===== src/rtl/trap_pkg.sv =====
// rtl/trap_pkg.sv - shared CSR addresses, cause codes, privilege levels and FSM states
//
// Purpose: common definitions for the trap sequencer and its cause encoder.
// Ports:   none (package).
package trap_pkg;

  localparam logic [11:0] CSR_MSTATUS = 12'h300;
  localparam logic [11:0] CSR_MTVEC   = 12'h305;
  localparam logic [11:0] CSR_MEPC    = 12'h341;
  localparam logic [11:0] CSR_MCAUSE  = 12'h342;
  localparam logic [11:0] CSR_MTVAL   = 12'h343;

  localparam logic [3:0] CAUSE_ILLEGAL    = 4'd2;
  localparam logic [3:0] CAUSE_BREAKPOINT = 4'd3;
  localparam logic [3:0] CAUSE_ECALL_U    = 4'd8;
  localparam logic [3:0] CAUSE_ECALL_M    = 4'd11;

  typedef logic [1:0] priv_t;
  localparam priv_t PRIV_U = 2'b00;
  localparam priv_t PRIV_M = 2'b11;

  typedef enum logic [1:0] {
    TVAL_ZERO,
    TVAL_INST,
    TVAL_PC
  } tval_sel_t;

  typedef enum logic [2:0] {
    ST_IDLE,
    ST_WR_EPC,
    ST_WR_CAUSE,
    ST_WR_TVAL,
    ST_WAIT_VEC,
    ST_RD_EPC,
    ST_WAIT_EPC,
    ST_REDIRECT
  } trap_state_t;

endpackage


===== src/rtl/trap_sequencer_if.sv =====
// rtl/trap_sequencer_if.sv - decode event, CSR port, redirect and status signals of the trap sequencer
//
// Purpose: bundles every non-clock/reset signal of trap_sequencer.
// Modports:
//   master - the sequencer: consumes ev_* and csr_rdata; drives ev_ready, flush, busy,
//            csr_we/waddr/wdata, csr_re/raddr, redirect_valid/pc, priv, mstatus_mie/mpie/mpp
//   slave  - decode/CSR file/fetch side, directions reversed
interface trap_sequencer_if #(
  parameter int XLEN   = 64,
  parameter int CSR_AW = 12
);
  logic              ev_valid;
  logic              ev_ready;
  logic [XLEN-1:0]   ev_pc;
  logic [31:0]       ev_inst;
  logic              ev_illegal;
  logic              ev_ecall;
  logic              ev_ebreak;
  logic              ev_mret;
  logic              ev_sret;
  logic              flush;
  logic              busy;
  logic              csr_we;
  logic [CSR_AW-1:0] csr_waddr;
  logic [XLEN-1:0]   csr_wdata;
  logic              csr_re;
  logic [CSR_AW-1:0] csr_raddr;
  logic [XLEN-1:0]   csr_rdata;
  logic              redirect_valid;
  logic [XLEN-1:0]   redirect_pc;
  logic [1:0]        priv;
  logic              mstatus_mie;
  logic              mstatus_mpie;
  logic [1:0]        mstatus_mpp;

  modport master (
    input  ev_valid, ev_pc, ev_inst, ev_illegal, ev_ecall, ev_ebreak, ev_mret, ev_sret, csr_rdata,
    output ev_ready, flush, busy, csr_we, csr_waddr, csr_wdata, csr_re, csr_raddr,
           redirect_valid, redirect_pc, priv, mstatus_mie, mstatus_mpie, mstatus_mpp
  );

  modport slave (
    output ev_valid, ev_pc, ev_inst, ev_illegal, ev_ecall, ev_ebreak, ev_mret, ev_sret, csr_rdata,
    input  ev_ready, flush, busy, csr_we, csr_waddr, csr_wdata, csr_re, csr_raddr,
           redirect_valid, redirect_pc, priv, mstatus_mie, mstatus_mpie, mstatus_mpp
  );
endinterface


===== src/rtl/trap_cause_encode.sv =====
// rtl/trap_cause_encode.sv - prioritised classification of decoder event flags
//
// Purpose: maps event flags plus current privilege to trap/return kind, cause code and mtval source.
// Ports:
//   i_illegal/i_ecall/i_ebreak/i_mret/i_sret - decoder flags
//   i_priv                                   - current privilege
//   o_is_trap, o_is_ret                      - event starts a trap entry / an mret
//   o_cause                                  - mcause code for a trap
//   o_tval_sel                               - mtval source for a trap
module trap_cause_encode
  import trap_pkg::*;
(
  input  logic       i_illegal,
  input  logic       i_ecall,
  input  logic       i_ebreak,
  input  logic       i_mret,
  input  logic       i_sret,
  input  priv_t      i_priv,
  output logic       o_is_trap,
  output logic       o_is_ret,
  output logic [3:0] o_cause,
  output tval_sel_t  o_tval_sel
);

  always_comb begin
    o_is_trap  = 1'b0;
    o_is_ret   = 1'b0;
    o_cause    = CAUSE_ILLEGAL;
    o_tval_sel = TVAL_ZERO;
    // No S-mode exists, so sret and an mret outside M-mode are illegal instructions.
    if (i_illegal || i_sret || (i_mret && (i_priv != PRIV_M))) begin
      o_is_trap  = 1'b1;
      o_cause    = CAUSE_ILLEGAL;
      o_tval_sel = TVAL_INST;
    end else if (i_ebreak) begin
      o_is_trap  = 1'b1;
      o_cause    = CAUSE_BREAKPOINT;
      o_tval_sel = TVAL_PC;
    end else if (i_ecall) begin
      o_is_trap  = 1'b1;
      o_cause    = (i_priv == PRIV_M) ? CAUSE_ECALL_M : CAUSE_ECALL_U;
      o_tval_sel = TVAL_ZERO;
    end else if (i_mret) begin
      o_is_ret   = 1'b1;
    end
  end

endmodule


===== src/rtl/trap_sequencer.sv =====
// rtl/trap_sequencer.sv - machine-mode trap entry / mret return sequencer
//
// Purpose: accepts one decoder event at a time, writes mepc/mcause[/mtval], reads mtvec or
//          mepc, then pulses a fetch redirect. Owns privilege and mstatus MIE/MPIE/MPP.
// Ports:
//   clk, rst - clock; synchronous active-high reset
//   io_bus   - trap_sequencer_if.master (event handshake, CSR write/read, redirect, status)
// Build option: TRAP_MTVAL_EN adds the mtval write state (trap redirect one cycle later).
module trap_sequencer
  import trap_pkg::*;
#(
  parameter int XLEN   = 64,
  parameter int CSR_AW = 12
) (
  input  logic             clk,
  input  logic             rst,
  trap_sequencer_if.master io_bus
);

  trap_state_t       r_state, w_state_next;
  priv_t             r_priv, r_mpp;
  logic              r_mie, r_mpie;
  logic [XLEN-1:0]   r_pc, r_redirect_pc;
  logic [3:0]        r_cause;

  logic              w_is_trap, w_is_ret, w_accept;
  logic [3:0]        w_cause;
  tval_sel_t         w_tval_sel;
  logic              w_csr_we, w_csr_re;
  logic [CSR_AW-1:0] w_csr_waddr, w_csr_raddr;
  logic [XLEN-1:0]   w_csr_wdata;

  trap_cause_encode u_cause (
    .i_illegal (io_bus.ev_illegal),
    .i_ecall   (io_bus.ev_ecall),
    .i_ebreak  (io_bus.ev_ebreak),
    .i_mret    (io_bus.ev_mret),
    .i_sret    (io_bus.ev_sret),
    .i_priv    (r_priv),
    .o_is_trap (w_is_trap),
    .o_is_ret  (w_is_ret),
    .o_cause   (w_cause),
    .o_tval_sel(w_tval_sel)
  );

  // Held in reset the block takes nothing, so no flush can leak out of a reset cycle.
  assign w_accept = io_bus.ev_valid && (r_state == ST_IDLE) && !rst;

`ifdef TRAP_MTVAL_EN
  logic [XLEN-1:0] r_tval, w_tval;
  always_comb begin
    w_tval = '0;
    case (w_tval_sel)
      TVAL_INST: w_tval = XLEN'(io_bus.ev_inst);
      TVAL_PC:   w_tval = io_bus.ev_pc;
      default:   w_tval = '0;
    endcase
  end
`else
  logic w_unused_tval;
  assign w_unused_tval = ^{w_tval_sel, io_bus.ev_inst};
`endif

  always_comb begin
    w_state_next = r_state;
    w_csr_we     = 1'b0;
    w_csr_waddr  = '0;
    w_csr_wdata  = '0;
    w_csr_re     = 1'b0;
    w_csr_raddr  = '0;
    case (r_state)
      ST_IDLE: begin
        if (w_accept && w_is_trap)     w_state_next = ST_WR_EPC;
        else if (w_accept && w_is_ret) w_state_next = ST_RD_EPC;
      end
      ST_WR_EPC: begin
        w_csr_we     = 1'b1;
        w_csr_waddr  = CSR_AW'(CSR_MEPC);
        w_csr_wdata  = r_pc;
        w_state_next = ST_WR_CAUSE;
      end
      ST_WR_CAUSE: begin
        w_csr_we     = 1'b1;
        w_csr_waddr  = CSR_AW'(CSR_MCAUSE);
        w_csr_wdata  = XLEN'(r_cause);
`ifdef TRAP_MTVAL_EN
        w_state_next = ST_WR_TVAL;
`else
        // Last write state: overlap the mtvec read with it.
        w_csr_re     = 1'b1;
        w_csr_raddr  = CSR_AW'(CSR_MTVEC);
        w_state_next = ST_WAIT_VEC;
`endif
      end
`ifdef TRAP_MTVAL_EN
      ST_WR_TVAL: begin
        w_csr_we     = 1'b1;
        w_csr_waddr  = CSR_AW'(CSR_MTVAL);
        w_csr_wdata  = r_tval;
        w_csr_re     = 1'b1;
        w_csr_raddr  = CSR_AW'(CSR_MTVEC);
        w_state_next = ST_WAIT_VEC;
      end
`endif
      ST_WAIT_VEC: w_state_next = ST_REDIRECT;
      ST_RD_EPC: begin
        w_csr_re     = 1'b1;
        w_csr_raddr  = CSR_AW'(CSR_MEPC);
        w_state_next = ST_WAIT_EPC;
      end
      ST_WAIT_EPC: w_state_next = ST_REDIRECT;
      ST_REDIRECT: w_state_next = ST_IDLE;
      default:     w_state_next = ST_IDLE;
    endcase
  end

  always_ff @(posedge clk) begin
    if (rst) begin
      r_state       <= ST_IDLE;
      r_priv        <= PRIV_M;
      r_mie         <= 1'b0;
      r_mpie        <= 1'b0;
      r_mpp         <= PRIV_U;
      r_pc          <= '0;
      r_cause       <= '0;
      r_redirect_pc <= '0;
`ifdef TRAP_MTVAL_EN
      r_tval        <= '0;
`endif
    end else begin
      r_state <= w_state_next;
      if (w_accept && w_is_trap) begin
        r_pc    <= io_bus.ev_pc;
        r_cause <= w_cause;
`ifdef TRAP_MTVAL_EN
        r_tval  <= w_tval;
`endif
        r_priv  <= PRIV_M;
        r_mpp   <= r_priv;
        r_mpie  <= r_mie;
        r_mie   <= 1'b0;
      end else if (w_accept && w_is_ret) begin
        r_priv  <= r_mpp;
        r_mie   <= r_mpie;
        r_mpie  <= 1'b1;
        r_mpp   <= PRIV_U;
      end
      // mtvec mode bits are ignored (direct mode only); mepc bit 0 is never a valid target.
      if (r_state == ST_WAIT_VEC) r_redirect_pc <= io_bus.csr_rdata & ~XLEN'(3);
      if (r_state == ST_WAIT_EPC) r_redirect_pc <= io_bus.csr_rdata & ~XLEN'(1);
    end
  end

  assign io_bus.ev_ready       = (r_state == ST_IDLE);
  assign io_bus.busy           = (r_state != ST_IDLE);
  assign io_bus.flush          = w_accept && (w_is_trap || w_is_ret);
  assign io_bus.csr_we         = w_csr_we;
  assign io_bus.csr_waddr      = w_csr_waddr;
  assign io_bus.csr_wdata      = w_csr_wdata;
  assign io_bus.csr_re         = w_csr_re;
  assign io_bus.csr_raddr      = w_csr_raddr;
  assign io_bus.redirect_valid = (r_state == ST_REDIRECT);
  assign io_bus.redirect_pc    = r_redirect_pc;
  assign io_bus.priv           = r_priv;
  assign io_bus.mstatus_mie    = r_mie;
  assign io_bus.mstatus_mpie   = r_mpie;
  assign io_bus.mstatus_mpp    = r_mpp;

endmodule


===== src/flat_wrapper.sv =====
// flat-port wrapper written by rule: the top's interface ports become plain ports
module trap_sequencer_flat import trap_pkg::*;
#(
  parameter int XLEN   = 64,
  parameter int CSR_AW = 12
)
  (clk, rst, io_bus_ev_valid, io_bus_ev_pc, io_bus_ev_inst, io_bus_ev_illegal, io_bus_ev_ecall, io_bus_ev_ebreak, io_bus_ev_mret, io_bus_ev_sret, io_bus_csr_rdata, io_bus_ev_ready, io_bus_flush, io_bus_busy, io_bus_csr_we, io_bus_csr_waddr, io_bus_csr_wdata, io_bus_csr_re, io_bus_csr_raddr, io_bus_redirect_valid, io_bus_redirect_pc, io_bus_priv, io_bus_mstatus_mie, io_bus_mstatus_mpie, io_bus_mstatus_mpp);
  trap_sequencer_if #(.XLEN(XLEN), .CSR_AW(CSR_AW)) io_bus_i ();
  input  logic clk;
  input  logic rst;
  input wire logic [$bits(io_bus_i.ev_valid)-1:0] io_bus_ev_valid;
  input wire logic [$bits(io_bus_i.ev_pc)-1:0] io_bus_ev_pc;
  input wire logic [$bits(io_bus_i.ev_inst)-1:0] io_bus_ev_inst;
  input wire logic [$bits(io_bus_i.ev_illegal)-1:0] io_bus_ev_illegal;
  input wire logic [$bits(io_bus_i.ev_ecall)-1:0] io_bus_ev_ecall;
  input wire logic [$bits(io_bus_i.ev_ebreak)-1:0] io_bus_ev_ebreak;
  input wire logic [$bits(io_bus_i.ev_mret)-1:0] io_bus_ev_mret;
  input wire logic [$bits(io_bus_i.ev_sret)-1:0] io_bus_ev_sret;
  input wire logic [$bits(io_bus_i.csr_rdata)-1:0] io_bus_csr_rdata;
  output wire logic [$bits(io_bus_i.ev_ready)-1:0] io_bus_ev_ready;
  output wire logic [$bits(io_bus_i.flush)-1:0] io_bus_flush;
  output wire logic [$bits(io_bus_i.busy)-1:0] io_bus_busy;
  output wire logic [$bits(io_bus_i.csr_we)-1:0] io_bus_csr_we;
  output wire logic [$bits(io_bus_i.csr_waddr)-1:0] io_bus_csr_waddr;
  output wire logic [$bits(io_bus_i.csr_wdata)-1:0] io_bus_csr_wdata;
  output wire logic [$bits(io_bus_i.csr_re)-1:0] io_bus_csr_re;
  output wire logic [$bits(io_bus_i.csr_raddr)-1:0] io_bus_csr_raddr;
  output wire logic [$bits(io_bus_i.redirect_valid)-1:0] io_bus_redirect_valid;
  output wire logic [$bits(io_bus_i.redirect_pc)-1:0] io_bus_redirect_pc;
  output wire logic [$bits(io_bus_i.priv)-1:0] io_bus_priv;
  output wire logic [$bits(io_bus_i.mstatus_mie)-1:0] io_bus_mstatus_mie;
  output wire logic [$bits(io_bus_i.mstatus_mpie)-1:0] io_bus_mstatus_mpie;
  output wire logic [$bits(io_bus_i.mstatus_mpp)-1:0] io_bus_mstatus_mpp;
  assign io_bus_i.ev_valid = io_bus_ev_valid;
  assign io_bus_i.ev_pc = io_bus_ev_pc;
  assign io_bus_i.ev_inst = io_bus_ev_inst;
  assign io_bus_i.ev_illegal = io_bus_ev_illegal;
  assign io_bus_i.ev_ecall = io_bus_ev_ecall;
  assign io_bus_i.ev_ebreak = io_bus_ev_ebreak;
  assign io_bus_i.ev_mret = io_bus_ev_mret;
  assign io_bus_i.ev_sret = io_bus_ev_sret;
  assign io_bus_i.csr_rdata = io_bus_csr_rdata;
  assign io_bus_ev_ready = io_bus_i.ev_ready;
  assign io_bus_flush = io_bus_i.flush;
  assign io_bus_busy = io_bus_i.busy;
  assign io_bus_csr_we = io_bus_i.csr_we;
  assign io_bus_csr_waddr = io_bus_i.csr_waddr;
  assign io_bus_csr_wdata = io_bus_i.csr_wdata;
  assign io_bus_csr_re = io_bus_i.csr_re;
  assign io_bus_csr_raddr = io_bus_i.csr_raddr;
  assign io_bus_redirect_valid = io_bus_i.redirect_valid;
  assign io_bus_redirect_pc = io_bus_i.redirect_pc;
  assign io_bus_priv = io_bus_i.priv;
  assign io_bus_mstatus_mie = io_bus_i.mstatus_mie;
  assign io_bus_mstatus_mpie = io_bus_i.mstatus_mpie;
  assign io_bus_mstatus_mpp = io_bus_i.mstatus_mpp;
  trap_sequencer #(.XLEN(XLEN), .CSR_AW(CSR_AW)) u_core (.clk(clk), .rst(rst), .io_bus(io_bus_i));
endmodule

===== config.mk =====
export PLATFORM = sky130hd
export DESIGN_NAME = trap_sequencer_flat
export DESIGN_NICKNAME = d
export VERILOG_FILES = /design/src/rtl/trap_pkg.sv /design/src/rtl/trap_sequencer_if.sv /design/src/rtl/trap_cause_encode.sv /design/src/rtl/trap_sequencer.sv /design/src/flat_wrapper.sv
export SDC_FILE = /design/constraint.sdc
export NUM_CORES = 1
export LEC_CHECK = 0
export BUFFER_PORTS_ARGS = -buffer_cell sky130_fd_sc_hd__buf_4
export CORE_AREA = 2 2 127 129
export CTS_CLUSTER_DIAMETER = 40
export DETAILED_ROUTE_END_ITERATION = 7
export DIE_AREA = 0 0 129 131
export GPL_TIMING_DRIVEN = 0
export PLACE_DENSITY = 0.69
export RECOVER_POWER = 100
export SETUP_SLACK_MARGIN = 0.3
export SLEW_MARGIN = 20
export SYNTH_ARGS = -nofsm -noshare
export SYNTH_HDL_FRONTEND = slang
export SYNTH_SLANG_ARGS = --single-unit

===== constraint.sdc =====
create_clock -name clk -period 1.9 [get_ports clk]
set_input_delay 0.285 -clock clk [delete_from_list [all_inputs] [get_ports clk]]
set_output_delay 0.285 -clock clk [all_outputs]
set_load 0.01 [all_outputs]

# Word level (Yosys, flattened, before mapping)
# Index checks and enable logic that the tools add are counted.
# Widths: inputs -> output; s select.
[totals] word_cells=60 output_inout_bits=164 regBits=140 inputBits=168
[classes] muxes=25 n_reduce_logical=18 eq_ne=9
[ops] cell="$mux 64" n=2
[ops] cell="$pmux 64 s2" n=1
[ops] cell="$pmux 10 s2" n=2
[ops] cell="$pmux 3 s5" n=1
[ops] cell="$eq 3x3->1 const B" n=4
[ops] cell="$mux 4" n=3
[ops] cell="$mux 1" n=11
[ops] cell="$reduce_or 2->1" n=4
[ops] cell="$logic_and 1x1->1" n=6
[ops] cell="$mux 2" n=3
[ops] cell="$mux 3" n=2
[ops] cell="$reduce_bool 2->1" n=2
[ops] cell="$eq 3x1->1 const B" n=1
[ops] cell="$eq 3x2->1 const B" n=1
[ops] cell="$logic_not 3->1" n=1
[ops] cell="$logic_or 1x1->1" n=3
[ops] cell="$ne 3x1->1 const B" n=1
[ops] cell="$reduce_bool 3->1" n=1
[ops] cell="$eq 2x2->1 const B" n=1
[ops] cell="$ne 2x2->1 const B" n=1
[ops] cell="$logic_not 1->1" n=1

# Depth between registers and ports, before layout
# Gate-level depths: netlist of the first run.
[logic_depth] word_depth=8 ltp_mapped=6 ltp_nobuf=5

# Cells and area by module
# A second synthesis of the first run with hierarchy kept.
[unflattened] hier_cells=753 hier_area_um2=5901.9
[by_module_without_submodules] mod="trap_sequencer" n_inst=1 area_per_inst_um2=5804.3 cells_per_inst=738 seq_area_each_um2=2802.7
[by_module_without_submodules] mod="trap_cause_encode" n_inst=1 area_per_inst_um2=97.6 cells_per_inst=15 seq_area_each_um2=0.0

# Least setup slack after synthesis of the first run
# No wires, ideal clock.
[synth_path] path_kind="register to output" from="reg u_core.r_state[0]" to="out io_bus_csr_wdata[10]" slack_ns=0.213 path_buffers=2 path_stages_with_launch=5 arrival_time_ns=1.402 t_required_ns=1.615 cell_sequence="dfxtp_1 nor3b_1 clkbuf_1 clkbuf_1 and2_1"
[synth_between] elab_chain_cells=2 word_cells_on_any_way=3 cone_classes="eq/ne (2); mux (1)"
[synth_lines] element="start, declared" line="trap_sequencer.sv:20" source="trap_state_t r_state, w_state_next;"
[synth_lines] element="start signal, assigned" line="trap_sequencer.sv:131" source="r_state <= w_state_next;"
[synth_lines] element="$eq 3x2->1 / $eq 3x1->1 (equally long branches)" line="trap_sequencer.sv:71" source="case (r_state)"
[synth_lines] element="$pmux 64 s2 (*)" line="trap_sequencer.sv:71"
[synth_lines] element="end, declared" line="flat_wrapper.sv:25" source="output wire logic [$bits(io_bus_i.csr_wdata)-1:0] io_bus_csr_wdata;"
# Mark *: on every way between the ends. The rest lies on a longest branch, timed or not.

# Final worst setup path of the first run
[layout_path] from="reg u_core.r_state[1]" to="out io_bus_csr_wdata[6]"
# Same word-level chain as after synthesis.

==> metrics.txt, run 1 <==
status complete, but fails checks; failing checks setup timing; setup tns final -1700 ps; wire per inst 15.5 microns; PortBufs 283; CP most frequent cell buf_6; die area 16900 sq um; fmax 0.510 GHz; RSZ-0062 raised after global routing true; htree depth 4; mapped cell area 5640 sq um; vias 5885; GRT overflow 0; clk sink count 139; fin worst setup slack -61.8 ps; period utilization 103%; antenna violations before repair 0; WP data arrival 1680 ps; Peak VDD IR 0.516 mV; Hold Path Depth 3; fraction of layout cells with a size suffix above 1 35.1%; Async S/R FF share, synth 0%; Finish-stage setup viols 59; core box area 15600 sq um; Antenna Nets Post-Route 0; reg2reg setup slack -10 ps; largest cells by area after synthesis dfxtp_1 49%, nand2_1 17%, nand3b_1 8.5%; Yosys top cell area share 49.3%; gpl congestion 0.779; clock-pin slew on the worst setup and hold paths 60 ps; Synth Register Bits 139; # diodes 0; largest net degree at the start of global routing 17; Tmin final 1960 ps; nets@finish 1227; Longest Clk Path Bufs 2; Die Wd 129 microns; Mapped Avg Cell Area 7.97 sq um; count of different cell masters after synthesis 34; sequential share of the synthesized area 49.3%; initial cell density of the core 36.2%; root buffer cell clkbuf_16; Static Leak 4.38 nW; skew final 7.81 ps; cells after synthesis 708; Total Routing Usage GR 22.7%; hold_buf cts 0; wirelength, routed 20000 microns; CP cell instances nor3b_4 > buf_4 > buf_6 > clkbuf_16 > and2_4 > buf_6; # rows 46; Critical Path RT 1620 ps; Max-slew headroom 63.3%; critical path launch point type register; largest area contributor in the netlist dfxtp_1; Worst Setup End Kind output pin; Pre-antenna DRT Iters 4; Post-DP HPWL 13900 microns; most common cell after layout, fill and taps aside nand2_1; worst-margin pin slew 550 ps; first-pass GRT wire length 29300 microns; commonest cells after routing, fill and taps aside 258 x nand2_1, 202 x buf_4, 136 x dfxtp_1; Die H 131 microns; Most used DFF post-synth dfxtp_1; Slowest cell on crit path dfxtp_4; I/O Pins 332; max-slew violation count 0; number of global-route vias before repair 5699; Initial DRC Count 222; via/cell ratio 4.57; CTS buffer count 17; worst-skew pair later-pin latency 420 ps; CTS tree built; crit path kind reg2out; final hold vios 0; synth warn 0; Post-synth EDFFs 0; critical path peak fanout 5; max cap viols 0; number of cells on the worst reg-to-reg path 9; Crit path largest cell delay 360 ps; dpl ws -298 ps; Power per Cell Area 911 nW/um^2; Area Overhead vs Synth 67.9%; worst min-delay path class in2reg; Residual DRC 0
==> synth_stat cells, drive strengths merged, types with 2 or more instances <==
| library cell | count |
|---|---|
| a21oi | 65 |
| nor2b | 3 |
| nand3 | 2 |
| dfxtp | 139 |
| clkbuf | 38 |
| a22oi | 3 |
| or4 | 2 |
| a22o | 3 |
| nor2 | 7 |
| nand3b | 64 |
| o21ai | 3 |
| nor3b | 3 |
| o211ai | 2 |
| nand2 | 258 |
| buf | 35 |
| inv | 2 |
| nand2b | 3 |
| or2 | 2 |
| and2 | 62 |
| nor3 | 3 |
==> kinds of logic (layout without fill, tap and decap cells) <==
kind of cell / count (synthesis) / in the layout / synth area share, %
other cells: 1 / 15 / 0.0665
buf+inv: 75 / 424 / 6.87
flops: 139 / 139 / 49.3
mux: 1 / 1 / 0.177
simple gates: 411 / 411 / 35.6
compound gates: 81 / 81 / 7.96
==> metrics by stage <==
| stage | utilization (%) | total power (W) | cell area [sq um] | hold slack, ps | instances |
|---|---|---|---|---|---|
| floorplan | - | 0.00398 | 5710 | 384 | 722 |
| global placement | 52.0 | 0.00464 | 8100 | 443 | 1221 |
| detailed placement | 52.0 | 0.00466 | 8100 | 447 | 1221 |
| CTS | 61.8 | 0.00873 | 9640 | 35.0 | 1283 |
| global route | 60.7 | 0.00895 | 9470 | 41.8 | 1287 |
| finish | 60.7 | 0.00863 | 9470 | 49.7 | 1287 |
==> metal layers <==
layer	vias to the layer above	track usage [%]	wire length (microns)
met5	-	0	0
met4	0	7.42	292
met3	19	9.32	1990
met2	227	41.8	10100
met1	2693	23.5	7600
li1	2946	-	-
==> state kept, by name (all words and copies together), names as in the netlist <==
| name | flops |
|---|---|
| u_core.io_bus.redirect_pc | 63 |
| u_core.io_bus.priv | 2 |
| u_core.io_bus.mstatus_mpp | 2 |
| u_core.r_state | 3 |
| u_core.io_bus.mstatus_mpie | 1 |
| u_core.r_cause | 3 |
| u_core.io_bus.mstatus_mie | 1 |
| u_core.r_pc | 64 |
==> final timing paths <==
kind	startpoint	end
hold / removal	io_bus_ev_pc[29]	u_core.r_pc[29]$_SDFFE_PP0P_
hold reg to reg	u_core.io_bus.redirect_pc[9]$_SDFFE_PP0P_	u_core.io_bus.redirect_pc[9]$_SDFFE_PP0P_
setup / recovery	u_core.r_state[1]$_SDFFE_PP0P_	io_bus_csr_wdata[6]
setup reg to reg	u_core.r_state[1]$_SDFFE_PP0P_	u_core.r_pc[33]$_SDFFE_PP0P_
==> report_power, final <==
part	total [W]	internal, W	switching [W]
registers	0.00328	0.00316	0.000125
logic	0.00169	0.000904	0.000789
clock network	0.00365	0.00239	0.00127
==> critical path, delay by kind of cell (launching register included) <==
kind,cells,cell delay (ps)
simple gates,2,400
flops,1,360
buf+inv,4,500
==> layout make-up <==
class / count / area [sq um]
clock buffers: 19 / 453
clock inverters: 12 / 195
well taps: 216 / 270
multi-input cells: 508 / 2660
plain buffers: 73 / 658
repair buffers: 318 / 2440
fillers: 1441 / 6120
flip-flops and latches: 139 / 2790
inverters: 2 / 10.0
==> repair_timing <==
action / in CTS / in global routing
resized for setup: 153 / 48
gates cloned: 8 / 1
buffers inserted: 23 / 3
setup endpoints to repair: 205 / 214
pin swaps: 88 / 8
Note: power is estimated with default switching activity, not from simulation.
==> run 2, diff against run 1 <==
--- a/config.mk
+++ b/config.mk
@@ -5,9 +5,10 @@
 export SDC_FILE = /design/constraint.sdc
 export NUM_CORES = 1
 export LEC_CHECK = 0
-export BUFFER_PORTS_ARGS = -buffer_cell sky130_fd_sc_hd__buf_4
+export BUFFER_PORTS_ARGS = -buffer_cell sky130_fd_sc_hd__buf_2
 export CORE_AREA = 2 2 127 129
 export CTS_CLUSTER_DIAMETER = 40
+export CTS_CLUSTER_SIZE = 30
 export DETAILED_ROUTE_END_ITERATION = 7
 export DIE_AREA = 0 0 129 131
 export GPL_TIMING_DRIVEN = 0
==> run 2 against run 1 <==
  * The flow still finishes with violations (setup timing)
  * Cell area decreased by 1.8%
  * Total power decreased by 0.61%
  * Maximum frequency decreased by 1.8%
  * Global-route usage decreased by 0.69 points
  * Cell count increased by 0.85%
  * Largest cell class unchanged
  * Largest power group unchanged
==> metrics.txt, run 2 (synthesis gave the netlist of run 1 again) <==
status complete, but fails checks; failing checks setup timing; cell total after placement 1221 (unchanged); delay-heaviest family, CP buffers and inverters; antenna violations before repair 0 (unchanged); CTS buffer count 17 (unchanged); Critical Path RT 1620 ps (about the same); max cap viols 0 (unchanged); Biggest register u_core.r_pc; largest net degree at the start of global routing 17 (unchanged); footprint of the multi-input gates 2780 sq um (+4.8%); skew final 13.4 ps (+5.56 ps); WP data arrival 1710 ps (+30 ps); nets@finish 1237 (+0.81%); clock-pin slew on the worst setup and hold paths 60 ps (about the same); Area Overhead vs Synth 64.9%; crit path kind reg2out; initial cell density of the core 36.2% (unchanged); PortBufs 283 (unchanged); Power per Cell Area 921 nW/um^2 (+1.2%); clk sink count 139 (unchanged); Die H 131 microns (unchanged); Finish-stage setup viols 60 (+1.7%); Min Hold Slack 43.1 ps (-6.61 ps); Die Wd 129 microns (unchanged); Longest Clk Path Bufs 2 (unchanged); fraction of layout cells with a size suffix above 1 38.9% (+3.8 points); critical path launch point type register; critical path peak fanout 10 (+5); CP cell instances nor3b_4 > clkbuf_8 > clkbuf_8 > and2_1 > buf_2; Worst Setup End Kind output pin; worst path bufs/invs 3 (-1); first-pass GRT wire length 28500 microns (-2.9%); crit path launch u_core.r_state[2]$_SDFFE_PP0P_; Pre-antenna DRT Iters 4 (unchanged); non-filler cells, final 1298 (+0.85%); Initial DRC Count 192 (-14%); Critical R2R Launch u_core.r_state[2]$_SDFFE_PP0P_; register area 2790 sq um (unchanged); Slowest cell on crit path dfxtp_4; number of cells on the worst reg-to-reg path 7 (-2); period utilization 105% (+1.9 points); Crit path largest cell delay 360 ps (about the same); GRT overflow 0 (unchanged); gpl congestion 0.762 (-2.1%); final hold vios 0 (unchanged); reg2reg setup slack 50 ps (+60 ps); critical path depth 5 (-1); core box area 15600 sq um (unchanged); max reg flops 64 (unchanged); RSZ-0062 raised after global routing true; # rows 46 (unchanged); Max-slew headroom 58.0% (-5.4 points); htree depth 4 (unchanged); CP most frequent cell clkbuf_8; # diodes 0 (unchanged); Fillers 1434 (-0.49%); Peak VDD IR 0.566 mV (+9.7%); vias 5945 (+1.0%); worst r2r dst u_core.io_bus.mstatus_mie$_SDFFE_PP0P_; worst-margin pin slew 631 ps (+80.5 ps); CTS tree built; die area 16900 sq um (unchanged); fin worst setup slack -97.0 ps (-35.2 ps); root buffer cell clkbuf_16; wirelength, routed 20400 microns (+1.9%); wire per inst 15.7 microns (+1.0%); Post-DP HPWL 13600 microns (-2.1%); Static Leak 4.42 nW (+0.92%); worst-skew pair later-pin latency 430 ps (about the same); I/O Pins 332 (unchanged); Residual DRC 0 (unchanged); Antenna Nets Post-Route 0 (unchanged); number of global-route vias before repair 5484 (-3.8%); Total Routing Usage GR 22.0% (-0.69 points); via/cell ratio 4.58 (+0.16%); worst min-delay path class in2reg; Setup crit end io_bus_csr_wdata[18]; commonest cells after routing, fill and taps aside 224 x nand2_1, 183 x buf_2, 136 x dfxtp_1; Tmin final 2000 ps (+35.2 ps); max-slew violation count 0 (unchanged); most common cell after layout, fill and taps aside nand2_1; fmax 0.501 GHz (-1.8%)
==> run 2: stage by stage <==
stage | setup TNS, ps | total power, W | util (%) | setup slack, ps | instance area [sq um]
after detailed placement | -20870 | 0.00449 | 47.4 | -329 | 7400
after global routing | -8770 | 0.00891 | 59.7 | -182 | 9310
after CTS | -4620 | 0.00833 | 55.3 | -102 | 8630
after floorplan | 0 | 0.00398 | - | 250 | 5710
final | -3720 | 0.00857 | 59.7 | -97.0 | 9310
after global placement | -23100 | 0.00448 | 47.4 | -337 | 7400
==> run 2: cell type report <==
class                      instances  share of cell area [%]
tap                              216                    2.90
multi-input combinational        508                    29.9
clock buffer                      18                    4.72
clock inverter                    14                    2.07
inverter                           2                   0.108
sequential                       139                    30.0
buffer                            73                    7.23
timing repair buffer             328                    23.0
==> run 2: what timing repair did <==
item                       4_1_cts  5_1_grt
setup endpoints to repair      206      209
buffers inserted                18       12
pin swaps                       15       87
resized for setup              111      137
hold buffers                     0        0
cloned                           3       12
==> run 2: worst min path at each step <==
stage,slack (ps),cells past startpoint,endpoint,startpoint
finish,40,3,u_core.r_pc[25]$_SDFFE_PP0P_,io_bus_ev_pc[25]
global route,40,3,u_core.r_pc[18]$_SDFFE_PP0P_,io_bus_ev_pc[18]
CTS,20,3,u_core.r_pc[28]$_SDFFE_PP0P_,io_bus_ev_pc[28]
detailed placement,440,2,u_core.io_bus.redirect_pc[14]$_SDFFE_PP0P_,u_core.io_bus.redirect_pc[14]$_SDFFE_PP0P_
global placement,440,2,u_core.io_bus.redirect_pc[43]$_SDFFE_PP0P_,u_core.io_bus.redirect_pc[43]$_SDFFE_PP0P_
floorplan,380,2,u_core.r_pc[0]$_SDFFE_PP0P_,io_bus_ev_pc[0]
==> run 2: worst reg2reg max path, cell delays in order, from the launching register on <==
cell and delay [ps]:
dfxtp_4 360, buf_6 130, nor3_4 250, buf_6 150, inv_4 40, or4_4 560, mux2i_1 170, nor3_1 50
==> run 2: metal layers <==
metal	up-vias	part of all wire (%)	GRT usage [%]
met1	2713	39	24.4
met4	0	2.0	6.78
li1	2968	-	-
met2	238	50	38.6
met5	-	0	0
met3	26	8.7	9.24
==> run 2: report_power, final <==
part           switching, W  internal [W]
registers          0.000128       0.00316
logic              0.000837      0.000888
clock network       0.00133       0.00223
total               0.00230       0.00628
==> run 3, diff against run 2 <==
--- a/config.mk
+++ b/config.mk
@@ -5,7 +5,7 @@
 export SDC_FILE = /design/constraint.sdc
 export NUM_CORES = 1
 export LEC_CHECK = 0
-export BUFFER_PORTS_ARGS = -buffer_cell sky130_fd_sc_hd__buf_2
+export BUFFER_PORTS_ARGS = -buffer_cell sky130_fd_sc_hd__buf_4
 export CORE_AREA = 2 2 127 129
 export CTS_CLUSTER_DIAMETER = 40
 export CTS_CLUSTER_SIZE = 30
==> constraint.sdc (replaced) <==
create_clock -name clk -period 1.96 [get_ports clk]
set_input_delay 0.294 -clock clk [delete_from_list [all_inputs] [get_ports clk]]
set_output_delay 0.294 -clock clk [all_outputs]
set_load 0.01 [all_outputs]
==> run 3 against run 2 <==
  * The flow still finishes with violations (setup timing)
  * Cell area is 1.4% lower
  * First-iteration DRC count is 15% higher
  * Clock power is 11% lower
  * Critical path depth is 1 higher
  * Via count is 3.9% lower
  * Sequential power is 3% lower
  * Critical path type unchanged
  * Largest cell class unchanged
  * Largest power group is now registers
  * Highest routed layer unchanged
==> metrics.txt, run 3 (synthesis gave the netlist of run 1 again) <==
Biggest register u_core.r_pc; Static Leak 4.26 nW (-3.7%); Initial DRC Count 221 (+15%); fraction of layout cells with a size suffix above 1 33.4% (-5.5 points); htree depth 4 (unchanged); core box area 15600 sq um (unchanged); largest net degree at the start of global routing 17 (unchanged); initial cell density of the core 36.2% (unchanged); setup tns final -110 ps (+3610 ps); PortBufs 283 (unchanged); root buffer cell clkbuf_16; max-slew violation count 0 (unchanged); critical path launch point type register; # diodes 0 (unchanged); antenna violations before repair 0 (unchanged); Finish-stage setup viols 7 (-88%); Power per Cell Area 860 nW/um^2 (-6.6%); WP data arrival 1690 ps (-20 ps); Min Hold Slack 58.1 ps (+15.1 ps); most common cell after layout, fill and taps aside nand2_1; worst r2r dst u_core.io_bus.mstatus_mie$_SDFFE_PP0P_; Max-slew headroom 58.2% (+0.28 points); fmax 0.503 GHz; period utilization 101%; nets@finish 1219 (-1.5%); final hold vios 0 (unchanged); Worst Setup End Kind output pin; hold_buf cts 0 (unchanged); worst min-delay path class in2reg; Tmin final 1990 ps; Post-DP HPWL 13500 microns (-0.90%); via/cell ratio 4.46 (-2.5%); skew final 8.30 ps (-5.07 ps); cell total after placement 1221 (unchanged); number of global-route vias before repair 5217 (-4.9%); die area 16900 sq um (unchanged); number of cells on the worst reg-to-reg path 7 (unchanged); crit path kind reg2out; crit path launch u_core.r_state[0]$_SDFFE_PP0P_; Final Power 0.00789 W (-8.0%); commonest cells after routing, fill and taps aside 258 x nand2_1, 228 x buf_4, 136 x dfxtp_1; # rows 46 (unchanged); Peak VDD IR 0.567 mV (about the same); CTS tree built; gpl congestion 0.801 (+5.2%); clk sink count 139 (unchanged); first-pass GRT wire length 27400 microns (-3.7%); Longest Clk Path Bufs 2 (unchanged); wirelength, routed 19000 microns (-6.6%); Die H 131 microns (unchanged); register area 2790 sq um (unchanged); vias 5714 (-3.9%); CTS buffer count 17 (unchanged); I/O Pins 332 (unchanged); Residual DRC 0 (unchanged); Fillers 1484 (+3.5%); Total Routing Usage GR 21.0% (-0.97 points); fin worst setup slack -27.0 ps (+70.0 ps); Setup crit end io_bus_csr_waddr[8]; worst-skew pair later-pin latency 410 ps (-20 ps); max cap viols 0 (unchanged); critical path peak fanout 8 (-2); footprint of the multi-input gates 2610 sq um (-6.3%); worst-margin pin slew 627 ps (-4.24 ps); Area Overhead vs Synth 62.6%; clock-pin slew on the worst setup and hold paths 60 ps (about the same); wire per inst 14.9 microns (-5.3%); max reg flops 64 (unchanged); RSZ-0062 raised after global routing true; non-filler cells, final 1280 (-1.4%); Die Wd 129 microns (unchanged); GRT overflow 0 (unchanged); status complete, but fails checks; Critical R2R Launch u_core.r_state[2]$_SDFFE_PP0P_; Antenna Nets Post-Route 0 (unchanged); dpl ws -519 ps (-190 ps); Critical Path RT 1670 ps (+50 ps); Pre-antenna DRT Iters 4 (unchanged); reg2reg setup slack 210 ps (+160 ps); failing checks setup timing
## run 3: changes by cell type in the layout (fill, tap and decap cells not counted), moves of 3 or more
| cell | change |
|---|---|
| clkbuf_2 | -3 |
| nand2_1 | +34 |
| buf_2 | -178 |
| nand2_2 | -25 |
| and2_1 | +10 |
| buf_4 | +200 |
| and2_4 | -10 |
| clkbuf_16 | -6 |
| buf_6 | -28 |
| buf_8 | -4 |
| nand2_4 | -9 |
## run 3: worst min path at each step
stage	cells past startpoint	endpoint	slack, ps	startpoint
global placement	2	u_core.io_bus.redirect_pc[1]$_SDFFE_PP0P_	440	u_core.io_bus.redirect_pc[1]$_SDFFE_PP0P_
detailed placement	2	u_core.io_bus.redirect_pc[14]$_SDFFE_PP0P_	450	u_core.io_bus.redirect_pc[14]$_SDFFE_PP0P_
finish	3	u_core.r_pc[17]$_SDFFE_PP0P_	60	io_bus_ev_pc[17]
floorplan	2	u_core.r_pc[0]$_SDFFE_PP0P_	390	io_bus_ev_pc[0]
global route	3	u_core.r_pc[57]$_SDFFE_PP0P_	60	io_bus_ev_pc[57]
CTS	3	u_core.r_pc[27]$_SDFFE_PP0P_	40	io_bus_ev_pc[27]
## run 3: cell type report
class | instances | area share [%]
clock buffer | 21 | 5.13
tap | 216 | 2.95
multi-input combinational | 508 | 28.4
inverter | 2 | 0.0818
timing repair buffer | 310 | 24.9
sequential | 139 | 30.5
clock inverter | 11 | 1.30
buffer | 73 | 6.79
## run 3: report_power, final
group          switching (W)  internal, W  total (W)  leakage (nW)
Combinational       0.000722     0.000811    0.00153          2.83
Sequential          0.000117      0.00306    0.00318          1.14
Clock                0.00121      0.00197    0.00318         0.293
Total                0.00205      0.00584    0.00789          4.26
## run 3: what timing repair did
item,4_1_cts,5_1_grt
setup buffers,15,5
cloned,0,7
pin swaps,8,7
resized for setup,89,53
endpoints found under the setup margin,187,162
## run 3: per-stage QoR
step | area (sq um) | utilization [%]
floorplan | 5700 | -
global placement | 8090 | 51.9
detailed placement | 8090 | 51.9
CTS | 9080 | 58.2
global route | 9180 | 58.8
finish | 9180 | 58.8
## run 3: layer usage
metal	GRT usage [%]	share of wire [%]	up-vias
li1	-	-	2918
met1	23.9	40	2540
met2	37.0	49	231
met3	7.45	9.1	25
met4	6.97	1.7	0
met5	0	0	-
## run 3: critical path: stages, from the launching register on
cell and delay [ps]:
dfxtp_4 350, nor3b_4 160, buf_8 140, buf_12 120
or2_4 260, buf_6 130, buf_6 110
